**src/rtl/sfx_pkg.sv**
```systemverilog
// -----------------------------------------------------------------------------
// sfx_pkg
// Shared definitions for the sound-effect scheduler:
//   - scheduler state encoding (IDLE / LOAD / PLAY)
//   - effect index constants (move, shoot, hit, game-over)
//   - width constants for half-period, duration and effect id
//   - lookup functions returning the tone half-period (clocks) and the
//     effect duration (ms) for a 2-bit effect id
// -----------------------------------------------------------------------------
package sfx_pkg;

    localparam int unsigned HALF_W  = 18;  // tone half-period width (clocks)
    localparam int unsigned DUR_W   = 10;  // effect duration width (ms)
    localparam int unsigned ID_W    = 2;   // effect index width
    localparam int unsigned NUM_SFX = 4;   // number of effects / pending bits

    localparam logic [ID_W-1:0] SFX_MOVE  = 2'd0;
    localparam logic [ID_W-1:0] SFX_SHOOT = 2'd1;
    localparam logic [ID_W-1:0] SFX_HIT   = 2'd2;
    localparam logic [ID_W-1:0] SFX_OVER  = 2'd3;

    typedef enum logic [1:0] {
        IDLE = 2'd0,
        LOAD = 2'd1,
        PLAY = 2'd2
    } state_e;

    // Unscaled tone half-period in system clocks for each effect.
    function automatic logic [HALF_W-1:0] sfx_half(input logic [ID_W-1:0] id);
        logic [HALF_W-1:0] half;
        case (id)
            SFX_MOVE:  half = 18'd50000;
            SFX_SHOOT: half = 18'd25000;
            SFX_HIT:   half = 18'd100000;
            SFX_OVER:  half = 18'd200000;
            default:   half = 18'd50000;
        endcase
        return half;
    endfunction

    // Effect duration in milliseconds for each effect.
    function automatic logic [DUR_W-1:0] sfx_dur(input logic [ID_W-1:0] id);
        logic [DUR_W-1:0] dur;
        case (id)
            SFX_MOVE:  dur = 10'd20;
            SFX_SHOOT: dur = 10'd60;
            SFX_HIT:   dur = 10'd150;
            SFX_OVER:  dur = 10'd600;
            default:   dur = 10'd20;
        endcase
        return dur;
    endfunction

endpackage

```
**src/rtl/sfx_sched_tone_gen.sv**
```systemverilog
// -----------------------------------------------------------------------------
// tone_gen
// Reloadable half-period down-counter with a phase toggle. Each half-period
// lasts `half` enabled cycles; a load restarts the tone at phase 0.
//
// Ports:
//   clk    in   system clock
//   rst_n  in   asynchronous active-low reset
//   load   in   restart: counter = half-1, phase = 0
//   en     in   count down; at 0 reload half-1 and toggle phase
//   half   in   half-period in clocks (must be >= 1)
//   phase  out  look-ahead phase: the value the phase register takes at the
//               next clock edge. The caller registers it, so its registered
//               copy lines up with the cycle the phase belongs to.
// -----------------------------------------------------------------------------
module tone_gen
    import sfx_pkg::*;
(
    input  logic              clk,
    input  logic              rst_n,
    input  logic              load,
    input  logic              en,
    input  logic [HALF_W-1:0] half,
    output logic              phase
);

    logic [HALF_W-1:0] cnt_q;
    logic [HALF_W-1:0] cnt_d;
    logic              phase_q;
    logic              phase_d;

    // Next-state logic for the half-period counter and phase.
    always_comb begin
        cnt_d   = cnt_q;
        phase_d = phase_q;
        if (load) begin
            cnt_d   = half - HALF_W'(1);
            phase_d = 1'b0;
        end else if (en) begin
            if (cnt_q == '0) begin
                cnt_d   = half - HALF_W'(1);
                phase_d = ~phase_q;
            end else begin
                cnt_d   = cnt_q - HALF_W'(1);
            end
        end else begin
            cnt_d   = cnt_q;
            phase_d = phase_q;
        end
    end

    // Counter and phase registers.
    always_ff @(posedge clk or negedge rst_n) begin
        if (!rst_n) begin
            cnt_q   <= '0;
            phase_q <= 1'b0;
        end else begin
            cnt_q   <= cnt_d;
            phase_q <= phase_d;
        end
    end

    assign phase = phase_d;

endmodule

```
**src/rtl/sfx_sched.sv**
```systemverilog
// -----------------------------------------------------------------------------
// sfx_sched
// Shares the single board buzzer between game sound effects. One-cycle
// requests set pending bits; the highest pending effect is loaded and played
// as a square wave for its table duration. A higher-priority pending effect
// preempts the one playing (the preempted effect is dropped, no done pulse).
//
// Parameters:
//   TICK_DIV    clocks per millisecond tick (>= 2)
//   TONE_SHIFT  right shift applied to table half-periods (min result 1)
//
// Ports:
//   clk_100mhz  in   system clock
//   RSTN        in   asynchronous active-low reset
//   sfx_req     in   [3:0] request pulses: 0 move, 1 shoot, 2 hit, 3 game-over
//   mute        in   forces Buzzer to 1 while sequencing continues
//   Buzzer      out  registered active-low buzzer drive (1 = silent)
//   busy        out  1 while in LOAD or PLAY
//   sfx_cur     out  [1:0] effect loaded/playing, holds last value in IDLE
//   sfx_done    out  one-cycle pulse when an effect completes its duration
// -----------------------------------------------------------------------------
module sfx_sched
    import sfx_pkg::*;
#(
    parameter int unsigned TICK_DIV   = 100000,
    parameter int unsigned TONE_SHIFT = 0
) (
    input  logic               clk_100mhz,
    input  logic               RSTN,
    input  logic [NUM_SFX-1:0] sfx_req,
    input  logic               mute,
    output logic               Buzzer,
    output logic               busy,
    output logic [ID_W-1:0]    sfx_cur,
    output logic               sfx_done
);

    localparam int unsigned       TICK_W    = (TICK_DIV > 1) ? $clog2(TICK_DIV) : 1;
    localparam logic [TICK_W-1:0] TICK_LAST = TICK_W'(TICK_DIV - 1);

    // Table half-period scaled down for simulation, never below one clock.
    function automatic logic [HALF_W-1:0] scaled_half(input logic [ID_W-1:0] id);
        logic [HALF_W-1:0] raw;
        raw = sfx_half(id) >> TONE_SHIFT;
        if (raw == '0) begin
            raw = HALF_W'(1);
        end else begin
            raw = raw;
        end
        return raw;
    endfunction

    state_e             state_q,   state_d;
    logic [NUM_SFX-1:0] pending_q, pending_d;
    logic [ID_W-1:0]    cur_q,     cur_d;
    logic [TICK_W-1:0]  tick_q,    tick_d;
    logic [DUR_W-1:0]   dur_q,     dur_d;
    logic               buzzer_q,  buzzer_d;
    logic               busy_q,    busy_d;
    logic               done_q,    done_d;

    logic [NUM_SFX-1:0] clr_s;
    logic [ID_W-1:0]    hi_idx_s;
    logic               hi_any_s;
    logic               tone_load_s;
    logic               tone_en_s;
    logic               tone_phase_s;
    logic [HALF_W-1:0]  tone_half_s;

    // Priority encoder: highest-index pending effect.
    always_comb begin
        hi_any_s = |pending_q;
        if (pending_q[3]) begin
            hi_idx_s = SFX_OVER;
        end else if (pending_q[2]) begin
            hi_idx_s = SFX_HIT;
        end else if (pending_q[1]) begin
            hi_idx_s = SFX_SHOOT;
        end else begin
            hi_idx_s = SFX_MOVE;
        end
    end

    assign tone_half_s = scaled_half(cur_q);

    tone_gen u_tone_gen (
        .clk   (clk_100mhz),
        .rst_n (RSTN),
        .load  (tone_load_s),
        .en    (tone_en_s),
        .half  (tone_half_s),
        .phase (tone_phase_s)
    );

    // Scheduler next-state, counters, pending update and output precompute.
    always_comb begin
        state_d     = state_q;
        cur_d       = cur_q;
        tick_d      = tick_q;
        dur_d       = dur_q;
        done_d      = 1'b0;
        clr_s       = '0;
        tone_load_s = 1'b0;
        tone_en_s   = 1'b0;

        case (state_q)
            IDLE: begin
                if (hi_any_s) begin
                    state_d = LOAD;
                    cur_d   = hi_idx_s;
                    clr_s   = 4'b0001 << hi_idx_s;
                end else begin
                    state_d = IDLE;
                end
            end
            LOAD: begin
                tone_load_s = 1'b1;
                tick_d      = '0;
                dur_d       = sfx_dur(cur_q);
                state_d     = PLAY;
            end
            PLAY: begin
                tone_en_s = 1'b1;
                if (tick_q == TICK_LAST) begin
                    tick_d = '0;
                    dur_d  = dur_q - DUR_W'(1);
                end else begin
                    tick_d = tick_q + TICK_W'(1);
                end
                // Completion of the full duration takes precedence over a
                // preemption seen in the same cycle: the effect did finish.
                if ((tick_q == TICK_LAST) && (dur_q == DUR_W'(1))) begin
                    state_d = IDLE;
                    done_d  = 1'b1;
                end else if (hi_any_s && (hi_idx_s > cur_q)) begin
                    state_d = LOAD;
                    cur_d   = hi_idx_s;
                    clr_s   = 4'b0001 << hi_idx_s;
                end else begin
                    state_d = PLAY;
                end
            end
            default: begin
                state_d = IDLE;
            end
        endcase

        // A new request beats a clear of the same bit.
        pending_d = (pending_q & ~clr_s) | sfx_req;
        busy_d    = (state_d != IDLE);
        // Buzzer is registered, so use the look-ahead phase of the cycle
        // being entered; the first PLAY cycle therefore drives low.
        if (state_d == PLAY) begin
            buzzer_d = mute | tone_phase_s;
        end else begin
            buzzer_d = 1'b1;
        end
    end

    // Scheduler state, counters and registered outputs.
    always_ff @(posedge clk_100mhz or negedge RSTN) begin
        if (!RSTN) begin
            state_q   <= IDLE;
            pending_q <= '0;
            cur_q     <= '0;
            tick_q    <= '0;
            dur_q     <= '0;
            buzzer_q  <= 1'b1;
            busy_q    <= 1'b0;
            done_q    <= 1'b0;
        end else begin
            state_q   <= state_d;
            pending_q <= pending_d;
            cur_q     <= cur_d;
            tick_q    <= tick_d;
            dur_q     <= dur_d;
            buzzer_q  <= buzzer_d;
            busy_q    <= busy_d;
            done_q    <= done_d;
        end
    end

    assign Buzzer   = buzzer_q;
    assign busy     = busy_q;
    assign sfx_cur  = cur_q;
    assign sfx_done = done_q;

endmodule

```
**config.mk**
```make
export PLATFORM = sky130hd
export DESIGN_NAME = sfx_sched
export DESIGN_NICKNAME = d
export VERILOG_FILES = /design/src/rtl/sfx_pkg.sv /design/src/rtl/sfx_sched_tone_gen.sv /design/src/rtl/sfx_sched.sv
export SDC_FILE = /design/constraint.sdc
export NUM_CORES = 1
export LEC_CHECK = 0
export ABC_AREA = 1
export CAP_MARGIN = 10
export CORE_MARGIN = 4
export CORE_UTILIZATION = 50
export DETAILED_ROUTE_END_ITERATION = 12
export GPL_TIMING_DRIVEN = 0
export MAX_ROUTING_LAYER = met4
export PLACE_DENSITY_LB_ADDON = 0.3
export REMOVE_ABC_BUFFERS = 1
export SETUP_SLACK_MARGIN = 0.1
export SLEW_MARGIN = 0
export SYNTH_ARGS = -nofsm -noshare
export SYNTH_HDL_FRONTEND = slang
export SYNTH_SLANG_ARGS = --single-unit
```
**constraint.sdc**
```tcl
create_clock -name clk_100mhz -period 1.8 [get_ports clk_100mhz]
set_input_delay 0.18 -clock clk_100mhz [delete_from_list [all_inputs] [get_ports clk_100mhz]]
set_output_delay 0.18 -clock clk_100mhz [all_outputs]
set_load 0.1 [all_outputs]
```
# Yosys cells after proc, flatten, opt, wreduce, memory -nomap -nowiden
# Index checks and enable logic that the tools add are counted.
# Widths: inputs -> output; s select.
[word_totals]
register_bits = 57
input_bits = 7
wordCells = 79
[op_classes]
add_sub_neg = 4
n_lt_le_gt_ge = 1
eq_ne = 12
shifts = 1
mux = 33
bitwise = 5
n_reduce_logical = 13
[op_table]
columns = ["cell", "n"]
rows = [
  ["$mux 18", 4],
  ["$pmux 18 s4", 1],
  ["$pmux 10 s4", 1],
  ["$logic_not 18->1", 2],
  ["$sub 18x1->18 const B", 2],
  ["$pmux 17 s2", 1],
  ["$pmux 10 s2", 1],
  ["$add 17x1->17 const B", 1],
  ["$eq 17x17->1 const B", 1],
  ["$mux 17", 1],
  ["$mux 2", 7],
  ["$mux 4", 3],
  ["$eq 10x1->1 const B", 1],
  ["$mux 1", 10],
  ["$mux 10", 1],
  ["$sub 10x1->10 const B", 1],
  ["$eq 2x2->1 const B", 4],
  ["$ne 2x2->1 const B", 4],
  ["$pmux 4 s2", 1],
  ["$reduce_bool 2->1", 4],
  ["$pmux 2 s3", 1],
  ["$and 4x4->4", 1],
  ["$eq 2x1->1 const B", 2],
  ["$logic_not 2->1", 2],
  ["other kinds (11)", 12],
]

# Depth between registers and ports, before layout
# Gate-level depths: netlist of the first run.
[depth]
depth_word = 11
ltp_mapped = 12
depth_no_buf = 12

# Hierarchy
# From an unflattened synthesis of the first run, not the netlist that was laid out.
[unflattened]
hier_cells = 629
hier_area_um2 = 4222.8
[by_module_without_submodules]
columns = ["mod", "instances", "cells_per_inst", "area_per_inst_um2"]
rows = [
  ["sfx_sched", 1, 329, 2407.3],
  ["tone_gen", 1, 300, 1815.5],
]

# Least setup slack after synthesis of the first run
# No wires, ideal clock.
[synth_timing]
path_kind = "register -> register"
startpoint = "register cur_q[1] (netlist: sfx_cur[1])"
endpoint = "register pending_q[2]"
setup_time_ns = 0.116
arrival_time_ns = 2.215
path_slack_ns = -0.531
path_stages_with_launch = 12
n_path_buf = 0
cell_sequence = "dfrtp_1 > inv_1 > ha_1 > inv_1 > o21bai_1 > nand3_1 > inv_1 > nand3_1 > nand2_1 > nand2_1 > nand2_1 > nand2_1"
[synth_via]
elab_chain_len = 8
[synth_rtl]
columns = ["item", "line_no", "text"]
rows = [
  ["from (decl)", "sfx_sched.sv:55", "logic [ID_W-1:0] cur_q, cur_d;"],
  ["from (signal assigned)", "sfx_sched.sv:174", "cur_q <= cur_d;"],
  ["$gt 2x2->1", "sfx_sched.sv:135", "end else if (hi_any_s && (hi_idx_s > cur_q)) begin"],
  ["$logic_and 1x1->1", "sfx_sched.sv:135", ""],
  ["$mux 4", "sfx_sched.sv:135", ""],
  ["$mux 4", "sfx_sched.sv:132", "if ((tick_q == TICK_LAST) && (dur_q == DUR_W'(1))) begin"],
  ["$pmux 4 s2", "sfx_sched.sv:106", "case (state_q)"],
  ["$not 4->4", "sfx_sched.sv:149", "pending_d = (pending_q & ~clr_s) | sfx_req;"],
  ["$and 4x4->4", "sfx_sched.sv:149", ""],
  ["$or 4x4->4", "sfx_sched.sv:149", ""],
  ["via pending_d[2]", "sfx_sched.sv:54", "logic [NUM_SFX-1:0] pending_q, pending_d;"],
  ["to (signal assigned)", "sfx_sched.sv:173", "pending_q <= pending_d;"],
  ["to (decl)", "sfx_sched.sv:54", ""],
]
# The timed path passes the listed nets, and every way through them passes these cells.
# A chain may end at the register's enable or synchronous reset.

# Final worst setup path of the first run
[layout_timing]
startpoint = "register pending_q[3]"
endpoint = "register cur_q[0] (netlist: sfx_cur[0])"
[layout_via]
elab_chain_len = 5
[layout_rtl]
columns = ["item", "line_no", "text"]
rows = [
  ["$mux 2", "sfx_sched.sv:73", "if (pending_q[3]) begin"],
  ["$gt 2x2->1", "sfx_sched.sv:135", ""],
  ["$logic_and 1x1->1", "sfx_sched.sv:135", ""],
  ["$ne 2x2->1 (no source line)", "--", ""],
  ["$reduce_and 4->1 (no source line)", "--", ""],
]
# Several ways; a longest one is shown, not always the timed one. The select of a mux whose other input is x is not followed.

==> flow_summary.json, run 1 <==
{
  "intPower_mw": 4.24,
  "comb_power_share_pct": 58.8,
  "cts.sinks": 57,
  "die_h_um": 93.8,
  "drc": 0,
  "maxClockFrequency_mhz": 588,
  "synth.distinct_cells": 39,
  "min-delay-start": "sfx_req[2]",
  "swShare_pct": 48.6,
  "r2r_cells": 10,
  "r2r_slack_ps": 100,
  "cp_cell_sequence": "nor2_4, inv_2, ha_4, inv_2, o21bai_4, nand2_1, a21oi_2, o21ai_4, nand2_1, o21ai_1",
  "r2r_start": "pending_q[3]",
  "vias": 3558,
  "slowest_stage": "dfrtp_1",
  "synthFlopType": "dfrtp_1",
  "die_w_um": 93.8,
  "p_seq_share_pct": 25.4,
  "rsz0062_at_grt": "yes",
  "final_cell_mix": "nand2_1 (100), nor2_1 (61), dfrtp_1 (54)",
  "core_area_um2": 7210,
  "maxCapViolCount": 0,
  "grt_pass1_wl_um": 15100,
  "p_sw_mw": 4.00,
  "post_drt_wl_per_cell_um": 14.6,
  "ios": 12,
  "initial_utilization_pct": 51.0,
  "finalMaxSlewViolations": 0,
  "cts_tree": "done",
  "crit_buf_inv": 2,
  "tns_ps": 0,
  "status": "completed",
  "clk_latency_ps": 350,
  "hold_end": "pending_q[2]",
  "routed_wl_um": 9530,
  "die_area_um2": 8800,
  "crit_type": "register to register",
  "grt_overflow": 0,
  "grt_usage_pct": 22.6,
  "cp-start-kind": "register",
  "cp_data_required_time_ps": 2030,
  "drtAntennaViolNets": 0,
  "worstReg2RegEnd": "sfx_cur[0]",
  "fin_crit_ps": 1700,
  "crit_fanout": 4,
  "via_per_inst": 5.44,
  "yosysWarnings": 0,
  "fin_nets": 575,
  "clock_skew_ps": 13.9,
  "htreeDepth": 3,
  "fin_util_pct": 66.1,
  "n_antenna_cell": 0,
  "clk_path_buf_depth": 2,
  "timing.final.crit_share_pct": 94.5,
  "hold_path_depth": 3,
  "cp_top_family": "compound AO/OA/AOI/OAI gates",
  "setup-violations-final": 0,
  "synth.avg_cell_area_um2": 7.45,
  "hold_viol_final": 0,
  "clk_pin_slew_ps": 80,
  "ir_drop_mv": 1.56,
  "grt_antenna_before_repair": 0,
  "grt_max_degree": 30,
  "synth_seq_cells": 57,
  "drive_gt1_share_pct": 26.5,
  "synthesis.area_um2": 3680,
  "async_reset_ff_share_pct": 100,
  "critPathLaunch": "pending_q[3]",
  "area_growth_pct": 29.6,
  "numCtsBuffers": 9,
  "rows": 31,
  "grt_pass1_vias": 3265,
  "slew_headroom_pct": 51.7,
  "p_per_area_nw_per_um2": 1730,
  "io_buffers": 11,
  "place_congestion": 0.828,
  "drt-initial-drc-count": 278,
  "worst_pin_slew_ps": 724,
  "synth-seq-area-share_pct": 38.8,
  "cp.arrival_ps": 1940,
  "syn_inst": 494,
  "power.leakage_nw": 2.17,
  "synth_edf_count": 0,
  "end_kind": "register",
  "cts_root_buffer": "clkbuf_8",
  "slowest_delay_ps": 430,
  "layout.cells.most_common": "nand2_1",
  "pwr-share-clk_pct": 15.7,
  "hpwl_um": 5850,
  "cp_num_cells": 10,
  "detail_route.first_pass.iterations": 5,
  "min_path_type": "input port to register"
}
routing by layer:
layer / GRT usage, % / up-vias / part of all wire, %
met5: - / - / 0
met3: 6.01 / 24 / 5.5
met1: 29.1 / 1668 / 43
li1: - / 1737 / -
met2: 33.8 / 129 / 50
met4: 9.27 / 0 / 1.9
layout make-up:
cell class / count / area [um2]
clock buffer: 12 / 165
clock inverter: 4 / 50.0
fill: 585 / 2440
inverter: 58 / 241
multi-input combinational: 371 / 2300
sequential: 57 / 1430
tap: 99 / 124
timing repair buffer: 52 / 450
timing repair inverter: 1 / 7.51
state kept, by name (all words and copies together) (netlist names):
name and flops:
sfx_done 1, Buzzer 1, dur_q 10, sfx_cur 2
pending_q 4, tick_q 17, u_tone_gen.cnt_q 18, busy 1
u_tone_gen.phase_q 1, state_q 2
what timing repair did:
action	4_1_cts	5_1_grt
setup buffers	15	24
gates resized for setup	54	61
endpoints found under the hold margin	28	0
cloned	1	0
pin swaps	11	27
hold buffers	1	0
endpoints found under the setup margin	61	48
kinds of logic after synthesis:
group	after synthesis	share of synthesized area, %
DFF	57	38.8
AOI/OAI and AO/OA	66	10.6
buffers and inverters	66	7.44
and+or+nand+nor	272	33.5
xor gates and xnor gates	15	3.57
adders and majority gates	18	6.12
worst register-to-register path: cells and delay by family, from the launching register on:
kind            cells  cell delay, ps
simple gates        3             310
compound gates      4             470
fa+ha+maj           1             270
buf+inv             2             100
flops               1             430
metrics by stage:
step	hold WS (ps)	total power, mW	cells	cell area [um2]	setup slack, ps
after global placement	489	5.28	596	3860	-1310
after global routing	340	8.84	654	4770	-20.2
final	353	8.24	654	4770	98.6
after detailed placement	284	5.41	597	3880	-1130
after CTS	339	7.38	630	4380	21.7
after floorplan	-116	4.53	486	3630	-551
cells in the mapped netlist (2+ instances only):
library cell | instances | share of area (%)
nand2_1 | 109 | 11
nor3_1 | 14 | 1.9
a21oi_1 | 18 | 2.4
o22ai_1 | 2 | 0.34
nand3b_1 | 4 | 0.82
nor2_4 | 2 | 0.61
nand2_2 | 6 | 1.0
nand3_1 | 35 | 4.8
clkbuf_1 | 3 | 0.31
nand4_1 | 17 | 2.9
nor2_1 | 72 | 7.3
inv_1 | 55 | 5.6
and2_1 | 2 | 0.34
nor2_2 | 5 | 0.85
dfrtp_1 | 56 | 38
inv_2 | 2 | 0.20
nand2_4 | 4 | 1.2
o211ai_1 | 5 | 1.0
xor2_1 | 10 | 2.4
o21ai_1 | 3 | 0.41
o21bai_1 | 3 | 0.61
buf_2 | 4 | 0.54
ha_1 | 18 | 6.1
xnor2_1 | 5 | 1.2
a211oi_1 | 2 | 0.41
o21ai_0 | 25 | 3.4
power by group through the flow:
stage          sequential, mW  combinational [mW]  clock, mW
3_5_place_dp             2.05                3.36          0
3_3_place_gp             2.03                3.25          0
6_report                 2.09                4.85       1.30
5_1_grt                  2.15                5.30       1.39
2_1_floorplan            2.27                2.26          0
4_1_cts                  2.05                4.00       1.33
worst max path at each step:
stage                               end  slack [ps]
finish                       sfx_cur[0]         100
global route                 sfx_cur[0]         -20
CTS                        pending_q[2]          20
detailed placement  u_tone_gen.cnt_q[9]       -1130
global placement           pending_q[0]       -1310
floorplan                  pending_q[2]        -550
Note: power is estimated with default switching activity, not from simulation.
==> run 2, diff against run 1 <==
- PLACE_DENSITY: default -> 0.74
- PLACE_DENSITY_LB_ADDON: 0.3 -> default
- TNS_END_PERCENT: default -> 1
==> run 2 against run 1 <==
  * Clock power shrank 18%
  * Critical endpoint is now pending_q[0]
  * Sequential power is essentially flat
  * Power shrank 7.7%
==> flow_summary.json, run 2 (synthesis gave the netlist of run 1 again) <==
{
  "status": "completed",
  "maxClockFrequency_mhz": 560,
  "intPower_mw": 3.79,
  "ios": 12,
  "reg_top3": "u_tone_gen.cnt_q x18, tick_q x17, dur_q x10",
  "die_h_um": 93.8,
  "hold_viol_final": 0,
  "clock_skew_ps": 8.54,
  "p_seq_share_pct": 27.3,
  "power.leakage_nw": 2.03,
  "cts.sinks": 57,
  "crit_type": "register to register",
  "grt_pass1_vias": 3246,
  "swShare_pct": 50.1,
  "hpwl_um": 5680,
  "via_per_inst": 5.35,
  "cp_data_required_time_ps": 2040,
  "grt_usage_pct": 21.3,
  "vias": 3405,
  "cp-start-kind": "register",
  "place_congestion": 0.888,
  "cts_root_buffer": "clkbuf_8",
  "comb_power_share_pct": 58.7,
  "final_cell_mix": "nand2_1 (103), nor2_1 (61), dfrtp_1 (54)",
  "io_buffers": 11,
  "drtAntennaViolNets": 0,
  "clk_path_buf_depth": 2,
  "numCtsBuffers": 9,
  "die_area_um2": 8800,
  "largest-register": "u_tone_gen.cnt_q",
  "n_antenna_cell": 0,
  "area_growth_pct": 22.3,
  "layout.cells.most_common": "nand2_1",
  "final_area_um2": 4500,
  "crit_fanout": 4,
  "rows": 31,
  "detail_route.first_pass.iterations": 5,
  "timing.final.crit_share_pct": 99.2,
  "cts_tree": "done",
  "end_kind": "register",
  "die_w_um": 93.8,
  "slew_headroom_pct": 37.3,
  "clk_pin_slew_ps": 70,
  "post_drt_wl_per_cell_um": 14.0,
  "rsz0062_at_grt": "yes",
  "dpl.cell_count": 597,
  "core_area_um2": 7210,
  "grt_pass1_wl_um": 14700,
  "fin_crit_ps": 1790,
  "nFillCells": 604,
  "min_path_type": "input port to asynchronous set/reset pin",
  "worst_pin_slew_ps": 943,
  "placed_area_um2": 3880,
  "fin_nets": 557,
  "drive_gt1_share_pct": 22.2,
  "routed_wl_um": 8900,
  "finalMaxSlewViolations": 0,
  "clk_latency_ps": 350,
  "tns_ps": 0,
  "drc": 0,
  "final_cells": 636,
  "pwr-share-clk_pct": 14.0,
  "drt-initial-drc-count": 179,
  "p_sw_mw": 3.81,
  "grt_antenna_before_repair": 0,
  "grt_overflow": 0,
  "grt_max_degree": 35,
  "cp.arrival_ps": 2030,
  "initial_utilization_pct": 51.0,
  "setup-violations-final": 0,
  "largest_reg_flops": 18,
  "p_per_area_nw_per_um2": 1690,
  "ir_drop_mv": 1.87,
  "maxCapViolCount": 0,
  "htreeDepth": 3
}
## run 2: cell count changes in the layout (fill, tap and decap cells not counted), moves of 3 or more
| cell | delta |
|---|---|
| buf_4 | -14 |
| buf_6 | -5 |
| clkbuf_8 | -3 |
| ha_1 | +3 |
| ha_2 | -3 |
| nand2_1 | +3 |
## run 2: power by group through the flow
stage | Combinational (mW) | Clock [mW] | Sequential [mW]
after floorplan | 2.26 | 0 | 2.27
after global placement | 3.24 | 0 | 2.03
after detailed placement | 3.31 | 0 | 2.05
after CTS | 3.81 | 1.08 | 2.05
after global routing | 4.92 | 1.15 | 2.14
final | 4.46 | 1.07 | 2.08
## run 2: path summary, 6_finish.rpt
kind                              start                  end  slack [ps]  cells past startpoint
max                        pending_q[3]         pending_q[0]          10                     10
min                                RSTN  u_tone_gen.cnt_q[7]         360                      2
max reg2reg                pending_q[3]         pending_q[0]          10                     10
min reg2reg                pending_q[0]         pending_q[0]         540                      2
max in group asynchronous          RSTN               Buzzer         790                      3
min in group clk_100mhz      sfx_req[2]         pending_q[2]         360                      3
## run 2: through the flow
stage / setup slack, ps / power [mW] / util, % / hold WS, ps
global placement: -1280 / 5.27 / 53.6 / 489
detailed placement: -1090 / 5.36 / 53.8 / 219
global route: -67.7 / 8.21 / 62.4 / 353
floorplan: -551 / 4.53 / - / -116
CTS: -34.8 / 6.93 / 58.3 / 355
finish: 13.9 / 7.61 / 62.4 / 357
## run 2: critical path, stage by stage, from the launching register on
cell	delay [ps]
dfrtp_2	450
nor2_4	150
inv_2	80
ha_4	270
inv_2	40
o21bai_4	140
nand3_4	130
nor3_2	160
nand3_1	110
nand3_2	90
nand2_1	50
## run 2: repair_timing
| action | 4_1_cts | 5_1_grt |
|---|---|---|
| setup buffers | 5 | 16 |
| hold buffers | 1 | 0 |
| setup endpoints to repair | 61 | 55 |
| hold endpoints to repair | 23 | 0 |
| gates cloned | 1 | 0 |
| pin swaps | 10 | 16 |
| gates resized for setup | 46 | 43 |
## run 2: final cells by class
class	instances	area, um2	share of cell area [%]
Timing Repair Buffer	34	308	6.84
Tap cell	99	124	2.75
Sequential cell	57	1430	31.8
Timing Repair inverter	1	7.51	0.167
Inverter	58	231	5.14
Clock buffer	9	124	2.75
Clock inverter	7	46.3	1.03
Multi-Input combinational cell	371	2230	49.5
## run 2: routing by layer
layer / vias up / track usage (%) / routed length (um)
met4: 0 / 6.98 / 158
met1: 1602 / 27.5 / 3990
met3: 16 / 3.93 / 395
met2: 91 / 34.1 / 4350
li1: 1696 / - / -
met5: - / - / 0
==> run 3, diff against run 2 <==
- GPL_ROUTABILITY_DRIVEN: default -> 0
- PLACE_DENSITY: 0.74 -> 0.73
- SYNTH_HIERARCHICAL: default -> 1
==> run 3 against run 2 <==
  * The run now ends with setup timing left
  * Hold slack gained 10 ps
  * Power grew 23%
  * Core utilization grew 0.67 points
  * Maximum frequency shrank 11%
  * Die area grew 13%
  * Sequential power grew 3%
  * Critical endpoint is now u_tone_gen/cnt_q[15]
==> flow_summary.json, run 3 <==
{
  "placed_area_um2": 4470,
  "worst_pin_slew_ps": 571,
  "core_area_um2": 8220,
  "layout.cells.most_common": "nand2_1",
  "crit_type": "register to register",
  "synthFlopType": "dfrtp_1",
  "yosysTopAreaCell": "dfrtp_1",
  "numCtsBuffers": 9,
  "cp.arrival_ps": 2220,
  "ir_drop_mv": 1.19,
  "fin_nets": 707,
  "drive_gt1_share_pct": 19.8,
  "p_per_area_nw_per_um2": 1800,
  "power.leakage_nw": 2.49,
  "grt_antenna_before_repair": 0,
  "drc": 0,
  "area_growth_pct": 22.7,
  "r2r_cells": 14,
  "timing.final.crit_share_pct": 111,
  "setup_slack_ps": -206,
  "synth_edf_count": 0,
  "synth.avg_cell_area_um2": 6.71,
  "synth_common_cells": "nand2_1 (204), nor2_1 (83), inv_1 (77), nand3_1 (58), dfrtp_1 (56)",
  "crit_fanout": 6,
  "nFillCells": 727,
  "hold_viol_final": 0,
  "setup-violations-final": 11,
  "violations": "setup timing",
  "grt_overflow": 0,
  "syn_inst": 629,
  "cts_root_buffer": "clkbuf_8",
  "end_kind": "register",
  "die_h_um": 99.9,
  "post_drt_wl_per_cell_um": 13.4,
  "rsz0062_at_grt": "yes",
  "regArea_um2": 1430,
  "dpl.cell_count": 748,
  "clk_latency_ps": 330,
  "top_layer": "met4",
  "slew_headroom_pct": 61.9,
  "dr_wl_met2_um": 4860,
  "final_cell_mix": "nand2_1 (191), nor2_1 (65), inv_1 (63)",
  "grt_max_degree": 36,
  "die_area_um2": 9980,
  "tns_ps": -1370,
  "drtAntennaViolNets": 0,
  "vias": 4154,
  "final_area_um2": 5180,
  "drt-initial-drc-count": 236,
  "reg_top3": "u_tone_gen/cnt_q x18, tick_q x17, dur_q x10",
  "htreeDepth": 3,
  "cts_tree": "done",
  "yosysWarnings": 6,
  "clk_path_buf_depth": 2,
  "wirelength_met1_um": 5050,
  "rows": 33,
  "routed_wl_um": 10700,
  "maxCapViolCount": 0,
  "fin_crit_ps": 2010,
  "hpwl_um": 7110,
  "n_antenna_cell": 0,
  "finalMaxSlewViolations": 0,
  "grt_pass1_vias": 3870,
  "min_path_type": "input port to asynchronous set/reset pin",
  "clk_pin_slew_ps": 70,
  "detail_route.first_pass.iterations": 4,
  "async_reset_ff_share_pct": 100,
  "initial_utilization_pct": 51.4,
  "multi_input_comb_area_um2": 2750,
  "cp_data_required_time_ps": 2020,
  "whs_ps": 367,
  "via_per_inst": 5.24,
  "synthTopCellsByArea": "dfrtp_1 (33%), nand2_1 (18%), nor2_1 (7.4%), nand3_1 (6.9%), inv_1 (6.8%)",
  "grt_usage_pct": 21.9,
  "synth_seq_cells": 57,
  "synth_most_common_cell": "nand2_1",
  "final_cells": 793,
  "ios": 12,
  "largest-register": "u_tone_gen/cnt_q",
  "wl_met3_um": 527,
  "cp-start-kind": "register",
  "largest_reg_flops": 18,
  "synth_top_area_share_pct": 33.2,
  "synthesis.area_um2": 4220,
  "io_buffers": 11,
  "die_w_um": 99.9,
  "status": "complete, but fails checks",
  "synth.distinct_cells": 36,
  "synth-seq-area-share_pct": 33.8,
  "cts.sinks": 57,
  "grt_pass1_wl_um": 17300,
  "clock_skew_ps": 11.2,
  "maxClockFrequency_mhz": 499
}
[run 3: cell types whose count changed in the layout (fill, tap and decap cells not counted), moves of 4 or more]
| cell | before | now |
|---|---|---|
| nand2_2 | 10 | 20 |
| conb_1 | 0 | 12 |
| nor2_1 | 61 | 65 |
| buf_4 | 19 | 24 |
| nand2_1 | 103 | 191 |
| nor3_2 | 4 | 0 |
| inv_1 | 44 | 63 |
| nor2_4 | 10 | 15 |
| nand2_4 | 5 | 1 |
| nor3_1 | 10 | 5 |
| xnor2_1 | 5 | 9 |
| ha_1 | 13 | 9 |
| nand3_1 | 31 | 57 |
[run 3: final cells by class]
type / instances / area share (%)
timing repair inverter: 1 / 0.145
inverter: 79 / 6.18
clock inverter: 2 / 0.676
tap: 105 / 2.54
clock buffer: 14 / 3.33
sequential: 57 / 27.6
timing repair buffer: 40 / 6.54
multi-input combinational: 495 / 53.0
[run 3: where the power goes]
part	internal, mW	switching (mW)
clock network	0.752	0.510
registers	1.69	0.447
logic	2.20	3.74
[run 3: through the flow]
stage	total power, mW	util [%]	setup WS (ps)
2_1_floorplan	5.61	-	-961
3_3_place_gp	6.48	54.3	-1290
3_5_place_dp	6.63	54.4	-1090
4_1_cts	8.34	59.2	-151
5_1_grt	10.1	63.1	-306
6_report	9.34	63.1	-206
[run 3: worst paths after layout]
check / startpoint / end / slack [ps]
min in group clk_100mhz: sfx_req[0] / pending_q[0] / 380
hold / removal: RSTN / dur_q[9] / 370
hold reg to reg: pending_q[0] / pending_q[0] / 470
setup reg to reg: sfx_cur[0] / u_tone_gen/cnt_q[15] / -210
max in group asynchronous: RSTN / Buzzer / 770
setup / recovery: sfx_cur[0] / u_tone_gen/cnt_q[15] / -210
[run 3: cells by family (layout without fill, tap and decap cells)]
group                    after synthesis  count (layout)  share of synthesized area (%)
AO/OA/AOI/OAI                         50              50                           6.46
XOR/XNOR                              20              20                           4.15
adder cells (fa/ha/maj)               17              17                           5.04
buffers and inverters                 88             136                           8.27
flip-flops                            57              57                           33.8
other                                  1              12                         0.0888
AND/OR/NAND/NOR                      396             396                           42.2
[run 3: worst max-delay path: stages, from the launching register on]
cell     delay, ps
dfrtp_2        500
inv_4          120
ha_4           230
buf_6          140
nor2_4         100
nand2_2         80
nor2_4         150
buf_6          130
nand2_1         80
nand2_1         90
nand2_1         60
inv_2           50
nand2_1         50
nand3_1         80
nand2_1         50
[run 3: per-layer routing]
layer | up-vias | global-route usage [%]
li1 | 2088 | -
met1 | 1918 | 29.4
met2 | 127 | 33.7
met3 | 21 | 3.61
met4 | 0 | 7.77
met5 | - | -
[run 3: repair_timing]
action,in CTS,in global routing
hold buffers,1,0
endpoints found under the hold margin,22,0
resized for setup,34,75
pin swaps,3,25
buffers inserted,11,16
gates cloned,1,0
setup endpoints to repair,59,59
